--- src/rtl/usb3_proto_pkg.sv ---
// Shared definitions for the USB3 protocol-layer receive path: FSM states,
// TP subtype codes, retry/direction constants and sequence-number width.
package usb3_proto_pkg;

  localparam int SEQ_W = 5;

  typedef enum logic [2:0] {
    ST_IDLE       = 3'd0,
    ST_WAIT_START = 3'd1,
    ST_WAIT_DONE  = 3'd2,
    ST_SEND_ACK   = 3'd3,
    ST_TP_DECODE  = 3'd4
  } rx_state_t;

  localparam logic [3:0] TP_ACK        = 4'd1;
  localparam logic [3:0] TP_NRDY       = 4'd2;
  localparam logic [3:0] TP_ERDY       = 4'd3;
  localparam logic [3:0] TP_STATUS     = 4'd4;
  localparam logic [3:0] TP_STALL      = 4'd5;
  localparam logic [3:0] TP_DEV_NOTIFY = 4'd6;
  localparam logic [3:0] TP_PING       = 4'd7;
  localparam logic [3:0] TP_PING_RSP   = 4'd8;

  localparam logic RETRY_NONE = 1'b0;
  localparam logic RETRY_REQ  = 1'b1;

  localparam logic DIR_OUT = 1'b0;
  localparam logic DIR_IN  = 1'b1;

  // Sequence numbers live in a 5-bit space and wrap 31 -> 0.
  function automatic logic [SEQ_W-1:0] seq_next(input logic [SEQ_W-1:0] s);
    return s + SEQ_W'(1);
  endfunction

endpackage

--- src/rtl/usb3_seq_table.sv ---
// Per-endpoint expected sequence numbers with one read port, one increment
// port, a single-endpoint clear (SETUP) and a per-endpoint reset vector.
module usb3_seq_table
  import usb3_proto_pkg::*;
#(
  parameter int NUM_EP = 4
) (
  input  logic              clk,
  input  logic              reset,
  input  logic [3:0]        rd_endp,
  output logic [SEQ_W-1:0]  rd_seq,
  input  logic              inc_en,
  input  logic [3:0]        inc_endp,
  input  logic              clr_en,
  input  logic [3:0]        clr_endp,
  input  logic [NUM_EP-1:0] seq_reset
);

  logic [SEQ_W-1:0] seq_q [NUM_EP];

  // Clearing (reset vector or SETUP) takes precedence over an increment.
  always_ff @(posedge clk) begin
    for (int i = 0; i < NUM_EP; i++) begin
      if (reset) begin
        seq_q[i] <= '0;
      end else if (seq_reset[i] || (clr_en && clr_endp == 4'(i))) begin
        seq_q[i] <= '0;
      end else if (inc_en && inc_endp == 4'(i)) begin
        seq_q[i] <= seq_next(seq_q[i]);
      end
    end
  end

  always_comb begin
    rd_seq = '0;
    for (int i = 0; i < NUM_EP; i++) begin
      if (rd_endp == 4'(i)) rd_seq = seq_q[i];
    end
  end

endmodule

--- src/rtl/usb3_proto_rx_engine.sv ---
// USB3 protocol-layer RX engine: DPH/DPP tracking, ACK generation, TP decode
// and IN-request hand-off. Optional error counters under USB3_PROTO_ERR_CNT_EN.
module usb3_proto_rx_engine
  import usb3_proto_pkg::*;
#(
  parameter int NUM_EP        = 4,
  parameter int DPP_START_TMO = 20,
  parameter int DPP_DONE_TMO  = 270,
  parameter int TMO_W         = 10
) (
  input  logic              local_clk,
  input  logic              reset,
  input  logic              ltssm_u0,
  input  logic              rx_dph,
  input  logic [3:0]        rx_dph_endp,
  input  logic [4:0]        rx_dph_seq,
  input  logic              rx_dph_setup,
  input  logic              rx_dpp_start,
  input  logic              rx_dpp_done,
  input  logic              rx_dpp_crcgood,
  input  logic              rx_tp,
  input  logic [3:0]        rx_tp_subtype,
  input  logic [3:0]        rx_tp_endp,
  input  logic [4:0]        rx_tp_nump,
  input  logic [4:0]        rx_tp_seq,
  input  logic              rx_tp_pktpend,
  input  logic [NUM_EP-1:0] seq_reset,
  output logic              ack_valid,
  input  logic              ack_ready,
  output logic              ack_retry,
  output logic [3:0]        ack_endp,
  output logic [4:0]        ack_nump,
  output logic [4:0]        ack_seq,
  output logic              in_req_valid,
  input  logic              in_req_ready,
  output logic [3:0]        in_req_endp,
  output logic [4:0]        in_req_nump,
  output logic [4:0]        in_req_seq,
  output logic [3:0]        sel_endp,
  output logic              err_miss_rx,
  output logic              err_start_tmo,
  output logic              err_done_tmo,
  output logic              err_bad_endp,
  output logic              err_tp_subtype
`ifdef USB3_PROTO_ERR_CNT_EN
  ,
  output logic [5*16-1:0]   err_cnt
`endif
);

  localparam logic [4:0]       NUM_EP_L  = 5'(NUM_EP);
  localparam logic [TMO_W-1:0] START_LIM = TMO_W'(DPP_START_TMO);
  localparam logic [TMO_W-1:0] DONE_LIM  = TMO_W'(DPP_DONE_TMO);

  rx_state_t        state_q, state_d;
  logic [TMO_W-1:0] cnt_q;
  logic [3:0]       endp_q;
  logic [4:0]       seq_q;
  logic [3:0]       tp_sub_q;
  logic [4:0]       tp_nump_q;
  logic [4:0]       tp_seq_q;
  logic             tp_pktpend_q;

  logic             dph_accept, tp_accept, load_ack, load_in_req, inc_en;
  logic             ack_retry_d;
  logic [4:0]       ack_nump_d, ack_seq_d;
  logic             ev_miss, ev_start, ev_done, ev_bad, ev_sub;
  logic             good;
  logic [SEQ_W-1:0] rd_seq, seq_kept;
  logic [15:0]      seq_reset_ext;

  assign seq_reset_ext = 16'(seq_reset);
  assign ack_valid     = (state_q == ST_SEND_ACK);

  usb3_seq_table #(.NUM_EP(NUM_EP)) u_seq_table (
    .clk       (local_clk),
    .reset     (reset),
    .rd_endp   (endp_q),
    .rd_seq    (rd_seq),
    .inc_en    (inc_en),
    .inc_endp  (endp_q),
    .clr_en    (dph_accept && rx_dph_setup),
    .clr_endp  (rx_dph_endp),
    .seq_reset (seq_reset)
  );

  always_ff @(posedge local_clk) begin
    if (reset) state_q <= ST_IDLE;
    else       state_q <= state_d;
  end

  // ACK seq reports the table value as it will be after this cycle's update,
  // so a coincident seq_reset on the endpoint is folded in here as well.
  always_comb begin
    state_d     = state_q;
    dph_accept  = 1'b0;
    tp_accept   = 1'b0;
    load_ack    = 1'b0;
    load_in_req = 1'b0;
    inc_en      = 1'b0;
    ack_retry_d = RETRY_NONE;
    ack_nump_d  = 5'd1;
    ack_seq_d   = '0;
    ev_miss     = 1'b0;
    ev_start    = 1'b0;
    ev_done     = 1'b0;
    ev_bad      = 1'b0;
    ev_sub      = 1'b0;
    good        = rx_dpp_crcgood && (seq_q == rd_seq);
    seq_kept    = seq_reset_ext[endp_q] ? '0 : rd_seq;

    case (state_q)
      ST_IDLE: begin
        if (rx_dph) begin
          if (rx_tp) ev_miss = 1'b1;
          if ({1'b0, rx_dph_endp} < NUM_EP_L) begin
            dph_accept = 1'b1;
            state_d    = ST_WAIT_START;
          end else begin
            ev_bad = 1'b1;
          end
        end else if (rx_tp) begin
          tp_accept = 1'b1;
          state_d   = ST_TP_DECODE;
        end
      end

      ST_WAIT_START: begin
        if (!ltssm_u0) begin
          state_d = ST_IDLE;
        end else if (rx_dpp_start) begin
          state_d = ST_WAIT_DONE;
        end else if (cnt_q == START_LIM) begin
          ev_start    = 1'b1;
          load_ack    = 1'b1;
          ack_retry_d = RETRY_REQ;
          ack_seq_d   = seq_kept;
          state_d     = ST_SEND_ACK;
        end
      end

      ST_WAIT_DONE: begin
        if (!ltssm_u0) begin
          state_d = ST_IDLE;
        end else if (rx_dpp_done) begin
          load_ack = 1'b1;
          state_d  = ST_SEND_ACK;
          if (good) begin
            inc_en      = 1'b1;
            ack_retry_d = RETRY_NONE;
            ack_seq_d   = seq_reset_ext[endp_q] ? '0 : seq_next(rd_seq);
          end else begin
            ack_retry_d = RETRY_REQ;
            ack_seq_d   = seq_kept;
          end
        end else if (cnt_q == DONE_LIM) begin
          ev_done     = 1'b1;
          load_ack    = 1'b1;
          ack_retry_d = RETRY_REQ;
          ack_seq_d   = seq_kept;
          state_d     = ST_SEND_ACK;
        end
      end

      ST_SEND_ACK: begin
        if (ack_ready) state_d = ST_IDLE;
      end

      ST_TP_DECODE: begin
        state_d = ST_IDLE;
        case (tp_sub_q)
          TP_ACK: begin
            if (tp_pktpend_q && tp_nump_q != 5'd0) begin
              if (in_req_valid) ev_miss = 1'b1;
              else              load_in_req = 1'b1;
            end
          end
          TP_STATUS: begin
            load_ack    = 1'b1;
            ack_retry_d = RETRY_NONE;
            ack_nump_d  = 5'd0;
            ack_seq_d   = seq_kept;
            state_d     = ST_SEND_ACK;
          end
          TP_NRDY, TP_ERDY, TP_PING: ;
          default: ev_sub = 1'b1;
        endcase
      end

      default: state_d = ST_IDLE;
    endcase

    if (state_q != ST_IDLE && (rx_dph || rx_tp)) ev_miss = 1'b1;
  end

  always_ff @(posedge local_clk) begin
    if (reset) begin
      cnt_q          <= '0;
      endp_q         <= '0;
      seq_q          <= '0;
      tp_sub_q       <= '0;
      tp_nump_q      <= '0;
      tp_seq_q       <= '0;
      tp_pktpend_q   <= 1'b0;
      sel_endp       <= '0;
      ack_retry      <= 1'b0;
      ack_endp       <= '0;
      ack_nump       <= '0;
      ack_seq        <= '0;
      in_req_valid   <= 1'b0;
      in_req_endp    <= '0;
      in_req_nump    <= '0;
      in_req_seq     <= '0;
      err_miss_rx    <= 1'b0;
      err_start_tmo  <= 1'b0;
      err_done_tmo   <= 1'b0;
      err_bad_endp   <= 1'b0;
      err_tp_subtype <= 1'b0;
    end else begin
      if (dph_accept) begin
        endp_q   <= rx_dph_endp;
        seq_q    <= rx_dph_seq;
        sel_endp <= rx_dph_endp;
        cnt_q    <= '0;
      end else if (state_q == ST_WAIT_START || state_q == ST_WAIT_DONE) begin
        cnt_q <= cnt_q + TMO_W'(1);
      end

      if (tp_accept) begin
        endp_q       <= rx_tp_endp;
        tp_sub_q     <= rx_tp_subtype;
        tp_nump_q    <= rx_tp_nump;
        tp_seq_q     <= rx_tp_seq;
        tp_pktpend_q <= rx_tp_pktpend;
      end

      if (load_ack) begin
        ack_retry <= ack_retry_d;
        ack_endp  <= endp_q;
        ack_nump  <= ack_nump_d;
        ack_seq   <= ack_seq_d;
      end

      if (load_in_req) begin
        in_req_valid <= 1'b1;
        in_req_endp  <= endp_q;
        in_req_nump  <= tp_nump_q;
        in_req_seq   <= tp_seq_q;
      end else if (in_req_valid && in_req_ready) begin
        in_req_valid <= 1'b0;
      end

      if (ev_miss)  err_miss_rx    <= 1'b1;
      if (ev_start) err_start_tmo  <= 1'b1;
      if (ev_done)  err_done_tmo   <= 1'b1;
      if (ev_bad)   err_bad_endp   <= 1'b1;
      if (ev_sub)   err_tp_subtype <= 1'b1;
    end
  end

`ifdef USB3_PROTO_ERR_CNT_EN
  logic [4:0]  ev_vec;
  logic [15:0] cnt_arr [5];

  assign ev_vec  = {ev_sub, ev_bad, ev_done, ev_start, ev_miss};
  assign err_cnt = {cnt_arr[4], cnt_arr[3], cnt_arr[2], cnt_arr[1], cnt_arr[0]};

  // Counters stop at all-ones rather than wrapping back to zero.
  always_ff @(posedge local_clk) begin
    for (int i = 0; i < 5; i++) begin
      if (reset)                                    cnt_arr[i] <= '0;
      else if (ev_vec[i] && cnt_arr[i] != 16'hFFFF) cnt_arr[i] <= cnt_arr[i] + 16'd1;
    end
  end
`endif

endmodule

--- config.mk ---
export PLATFORM = sky130hd
export DESIGN_NAME = usb3_proto_rx_engine
export DESIGN_NICKNAME = d
export VERILOG_FILES = /design/src/rtl/usb3_proto_pkg.sv /design/src/rtl/usb3_seq_table.sv /design/src/rtl/usb3_proto_rx_engine.sv
export SDC_FILE = /design/constraint.sdc
export NUM_CORES = 1
export LEC_CHECK = 0
export BUFFER_PORTS_ARGS = -buffer_cell sky130_fd_sc_hd__buf_2
export CAP_MARGIN = 5
export CORE_MARGIN = 2
export CORE_UTILIZATION = 55
export CTS_BUF_LIST = sky130_fd_sc_hd__clkbuf_4 sky130_fd_sc_hd__clkbuf_8 sky130_fd_sc_hd__clkbuf_16
export DETAILED_ROUTE_END_ITERATION = 12
export GPL_TIMING_DRIVEN = 0
export PLACE_DENSITY = 0.79
export RECOVER_POWER = 25
export SLEW_MARGIN = 10
export SYNTH_ARGS = -nofsm -noshare
export SYNTH_HDL_FRONTEND = slang
export SYNTH_SLANG_ARGS = --single-unit
--- constraint.sdc ---
create_clock -name local_clk -period 6.64 [get_ports local_clk]
set_clock_uncertainty 0.05 [all_clocks]
set_input_delay 0.332 -clock local_clk [delete_from_list [all_inputs] [get_ports local_clk]]
set_output_delay 0.332 -clock local_clk [all_outputs]
set_load 0.1 [all_outputs]
* Word-level counts from Yosys, hierarchy flattened *
Memories as Yosys holds them, arrays and structs flattened.
Index checks and enable logic that the tools add are counted.

storage, ports and cells
  flip-flop bits (word level) = 76
  input bits = 43
  logic and storage cells = 205
  memories = 1
  bits in writable memories = 20

memory list
  memory             words  bits a word  rd ports  clocked after Yosys merged registers in  wr ports  RTL line              text
  u_seq_table.seq_q  4      5            4         0                                        4         usb3_seq_table.sv:19  logic [SEQ_W-1:0] seq_q [NUM_EP];

operators by class
  mux-type cells = 114
  order comparisons = 2
  reductions and logical operators = 29
  add/subtract/negate cells = 6
  equality and inequality tests = 23
  bitwise operators = 8

operators with widths
  cell                     count
  $mux W5                  22
  $mux W1                  73
  $mux W3                  10
  $add A5 B1 Y5 const B    5
  $eq A4 B2 Y1 const B     6
  $pmux W3 S5              1
  $pmux W5 S3              1
  $logic_and A1 B1 Y1      13
  $eq A4 B1 Y1 const B     3
  $add A10 B1 Y10 const B  1
  $eq A10 B5 Y1 const B    1
  $eq A10 B9 Y1 const B    1
  $eq A4 B3 Y1 const B     2
  $logic_not A4 Y1         2
  $mux W4                  2
  $ne A4 B4 Y1 const B     2
  $or A1 B1 Y1             8
  $eq A3 B2 Y1 const B     2
  $logic_or A1 B1 Y1       6
  $ne A3 B3 Y1 const B     2
  $eq A5 B5 Y1             1
  $lt A4 B5 Y1 const B     1
  $reduce_and A5 Y1        1
  $reduce_bool A5 Y1       1
  other kinds (13)         15

* Depth between registers and ports, before layout *
  depth after elaboration = 17
  mapped depth = 9
  depth with buffers taken out = 9

* Cells and area by module *
Synthesis repeated with hierarchy kept, for this count alone.

second synthesis, totals
  cell total of the unflattened synthesis = 489
  area, all modules = 4329.2 um^2

modules (own cells, without submodules)
  module                times used  cells an instance  seq. area each (um^2)  area each (um^2)
  usb3_proto_rx_engine  1           387                1441.4                 3101.7
  usb3_seq_table        1           102                600.6                  1227.4

* Least setup slack after synthesis *
No wires, ideal clock.

  kind = reg-to-reg
  start point = register endp_q[3]
  end point = memory u_seq_table.seq_q[0][0], enable pin
  required time = 6277 ps
  slack = 4157 ps
  stages on the path, launching flop included = 9
  setup time = 313 ps
  clock period less this slack = 2483 ps
  data arrival time = 2120 ps
  cells stage by stage = dfxtp_1 -> buf_4 -> or3b_1 -> o22ai_2 -> xnor2_1 -> o211ai_4 -> nor4_4 -> nand3_1 -> nand2_1

RTL lines
  item                    RTL line                     text
  from (decl)             usb3_proto_rx_engine.sv:57   logic [3:0] endp_q;
  from (signal assigned)  usb3_proto_rx_engine.sv:221  endp_q <= rx_dph_endp;
  from (signal assigned)  usb3_proto_rx_engine.sv:230  endp_q <= rx_tp_endp;
  to (decl)               usb3_seq_table.sv:19

==> summary.txt <==
Status
  • Status: completed

Clock tree
  • Maximum buffer depth of the clock tree: 2
  • Hold Buf Count CTS: 0
  • TritonCTS Buffers: 9
  • CTS root buffer: clkbuf_8
  • Post-CTS Resized: 0
  • Post-CTS setup buffers: 0
  • H-tree levels: 3
  • Clock slew at reported path FFs: ~0.10 ns
  • CTS tree: built
  • Clock sink total: 92
  • Worst-skew pair later-pin latency: 0.36 ns

Synth
  • Synth cell types: 63
  • Post-Syn Instances: around 500
  • Post-synthesis cell area: about 4500 um2
  • Sequential area share after synthesis: 0.458
  • Ys flop type: dfxtp_1
  • Share of synthesized registers carrying an async set or reset: 0
  • Average size of a mapped cell: 8.72 um2
  • Post-synth EDFFs: 20
  • Synth Register Bits: a little over 90
  • Synth Warn #: 0

Global route
  • Global Route Usage Sum: 0.250
  • Largest net degree at the start of global routing: 17
  • First-pass GRT wire length: 17300 um
  • Grt total ovfl: 0
  • Initial antenna violation count: 0
  • Number of global-route vias before repair: approximately 3700

Drt
  • DR vias: 3937
  • DRC Markers: 0
  • TritonRoute pass-1 iters: 5
  • Final ANT Viol Nets: 0
  • Total Wirelength: between 10000 and 15000 um
  • Routed vias/inst: 5.55
  • WL per Instance: 14.8 um
  • 1st-iter DRT viols: about 240

Cells and area
  • Final core occ: 0.669
  • Fin cells: 710
  • Design area: a little over 5000 um2
  • Ant diodes: 0
  • Nets: 654
  • Layout cells sized above 1: 0.145
  • Area Overhead vs Synth: 16.6%

Setup path
  • Crit Path Category: reg2reg
  • Endpoint class of the critical path: flop
  • Crit start category: flop
  • Required time worst endpoint: approximately 6.6 ns
  • Crit-path max FO: 9
  • Arr. time, crit path: around 2.8 ns

STA
  • Fmax: roughly 0.35 GHz
  • Max-slew violations: 0
  • Slew HR: 0.201
  • Hold slack: 0.141 ns
  • Least-Margin Pin Slew: between 1 and 1.5 ns
  • Final Hold Violating Endpoints: 0
  • Part of the cycle the worst path needs: 0.425
  • Unrepaired setup endpoints after global routing: false
  • Final setup violation count: 0
  • PnR worst setup slack: 3.82 ns
  • Setup TNS: 0 ns
  • Final min period: approximately 2.8 ns

Run
  • Max-Cap Viols: 0

Floorplanning
  • Die W: ~94 um
  • Chip Height: roughly 94 um
  • Initial Util: 0.573
  • Row count: 32
  • Die area: between 8000 and 9000 um2
  • Core Box Area: ~8000 um2
  • # IOs: 83

Placement
  • Pre-CTS WS: between 3 and 4 ns
  • Placed instance area: approximately 5000 um2
  • DP Cell Count: 694
  • Hpwl dp: about 7900 um
  • RD Place Congestion: 0.859
  • Buffers on Ports: 78

Pwr
  • PD cells: about 300 nW/um2
  • Leak pwr: between 1.5 and 2 nW
  • PnR Total Power: approximately 1.6 mW
  • Peak VDD IR: between 150 and 200 uV

Worst hold path
  • Hold Crit Class: in2reg
==> path summary, 6_finish.rpt <==
kind / depth (start not counted) / start / slack (ns) / end
worst min-delay path: 3 / rx_tp_seq[3] / 0.14 / tp_seq_q[3]
worst min register to register: 2 / sel_endp[3] / 0.38 / sel_endp[3]
worst max-delay path: 8 / endp_q[3] / 3.82 / u_seq_table.seq_q[0][1]
worst max register to register: 8 / endp_q[3] / 3.82 / u_seq_table.seq_q[0][1]
==> worst max-delay path, cell delays in order (launching register included) <==
cell and delay, ns:
dfxtp_1 0.31, buf_4 0.17, or3b_1 0.45, o22ai_2 0.30, xnor2_1 0.21, o211ai_4 0.16, nor4_4 0.51, nand3_1 0.13
nand2_1 0.23
==> synthesized netlist by cell type (5+ instances only) <==
master | instances | area (um2)
a21oi_1 | 48 | 240
a311oi_1 | 5 | 43.8
a31oi_1 | 5 | 31.3
and3_1 | 5 | 31.3
buf_4 | 6 | 45.0
clkbuf_1 | 15 | 56.3
dfxtp_1 | 72 | 1440
edfxtp_1 | 20 | 601
ha_1 | 8 | 100
inv_1 | 17 | 63.8
mux2i_1 | 6 | 60.1
nand2_1 | 98 | 368
nand2b_1 | 8 | 50.1
nand3_1 | 20 | 100
nand4_1 | 7 | 43.8
nor2_1 | 67 | 251
nor2b_1 | 5 | 31.3
nor3_1 | 6 | 30.0
o21ai_0 | 7 | 35.0
xnor2_1 | 8 | 70.1
xor2_1 | 17 | 149
==> where the power goes <==
group          total (mW)  internal (mW)  switching [mW]
logic               0.458          0.146           0.312
registers           0.653          0.614          0.0388
clock network       0.472          0.264           0.208
==> layout make-up <==
cell class	count	area, um2
multi-input combinational	379	2210
timing repair buffer	78	347
fill	659	2570
inverter	17	63.8
sequential	92	2040
clock inverter	6	116
buffer	26	151
clock buffer	10	138
tap	102	128
==> flip-flops by register name (all words and copies together) (netlist names), 3 cells and up <==
name / cells
state_q: 3
seq_q: 5
in_req_nump: 5
ack_endp: 4
ack_seq: 5
in_req_seq: 5
endp_q: 4
tp_nump_q: 5
sel_endp: 4
u_seq_table.seq_q: 20
in_req_endp: 4
tp_seq_q: 5
cnt_q: 10
tp_sub_q: 4
==> metal layers <==
layer  vias up  global-route usage  routed length [um]
li1       1939                   -                   -
met3        25              0.0610                 652
met2       127               0.421                5090
met4         0               0.104                 251
met1      1846               0.307                4550
met5         -                   0                   0
==> kinds of logic after synthesis <==
| logic type | count (synthesis) | share of synthesized area |
|---|---|---|
| buf+inv | 43 | 0.0483 |
| simple gates | 241 | 0.253 |
| xor+xnor | 26 | 0.0528 |
| flops | 92 | 0.458 |
| mux | 7 | 0.0185 |
| other cells | 1 | 0.000842 |
| compound gates | 92 | 0.143 |
| fa+ha+maj | 9 | 0.0247 |
==> cell usage in the layout (no fill, tap or decap), types with 10 or more instances in the layout <==
cell type | synthesis | final
inv_1 | 17 | 17
a21oi_1 | 48 | 48
nand3_1 | 20 | 20
buf_2 | 1 | 44
dfxtp_1 | 72 | 72
nor2_1 | 67 | 67
clkbuf_8 | 0 | 10
clkbuf_1 | 15 | 50
xor2_1 | 17 | 17
nand2_1 | 98 | 98
edfxtp_1 | 20 | 20
Power figures use the tool's default switching activity.
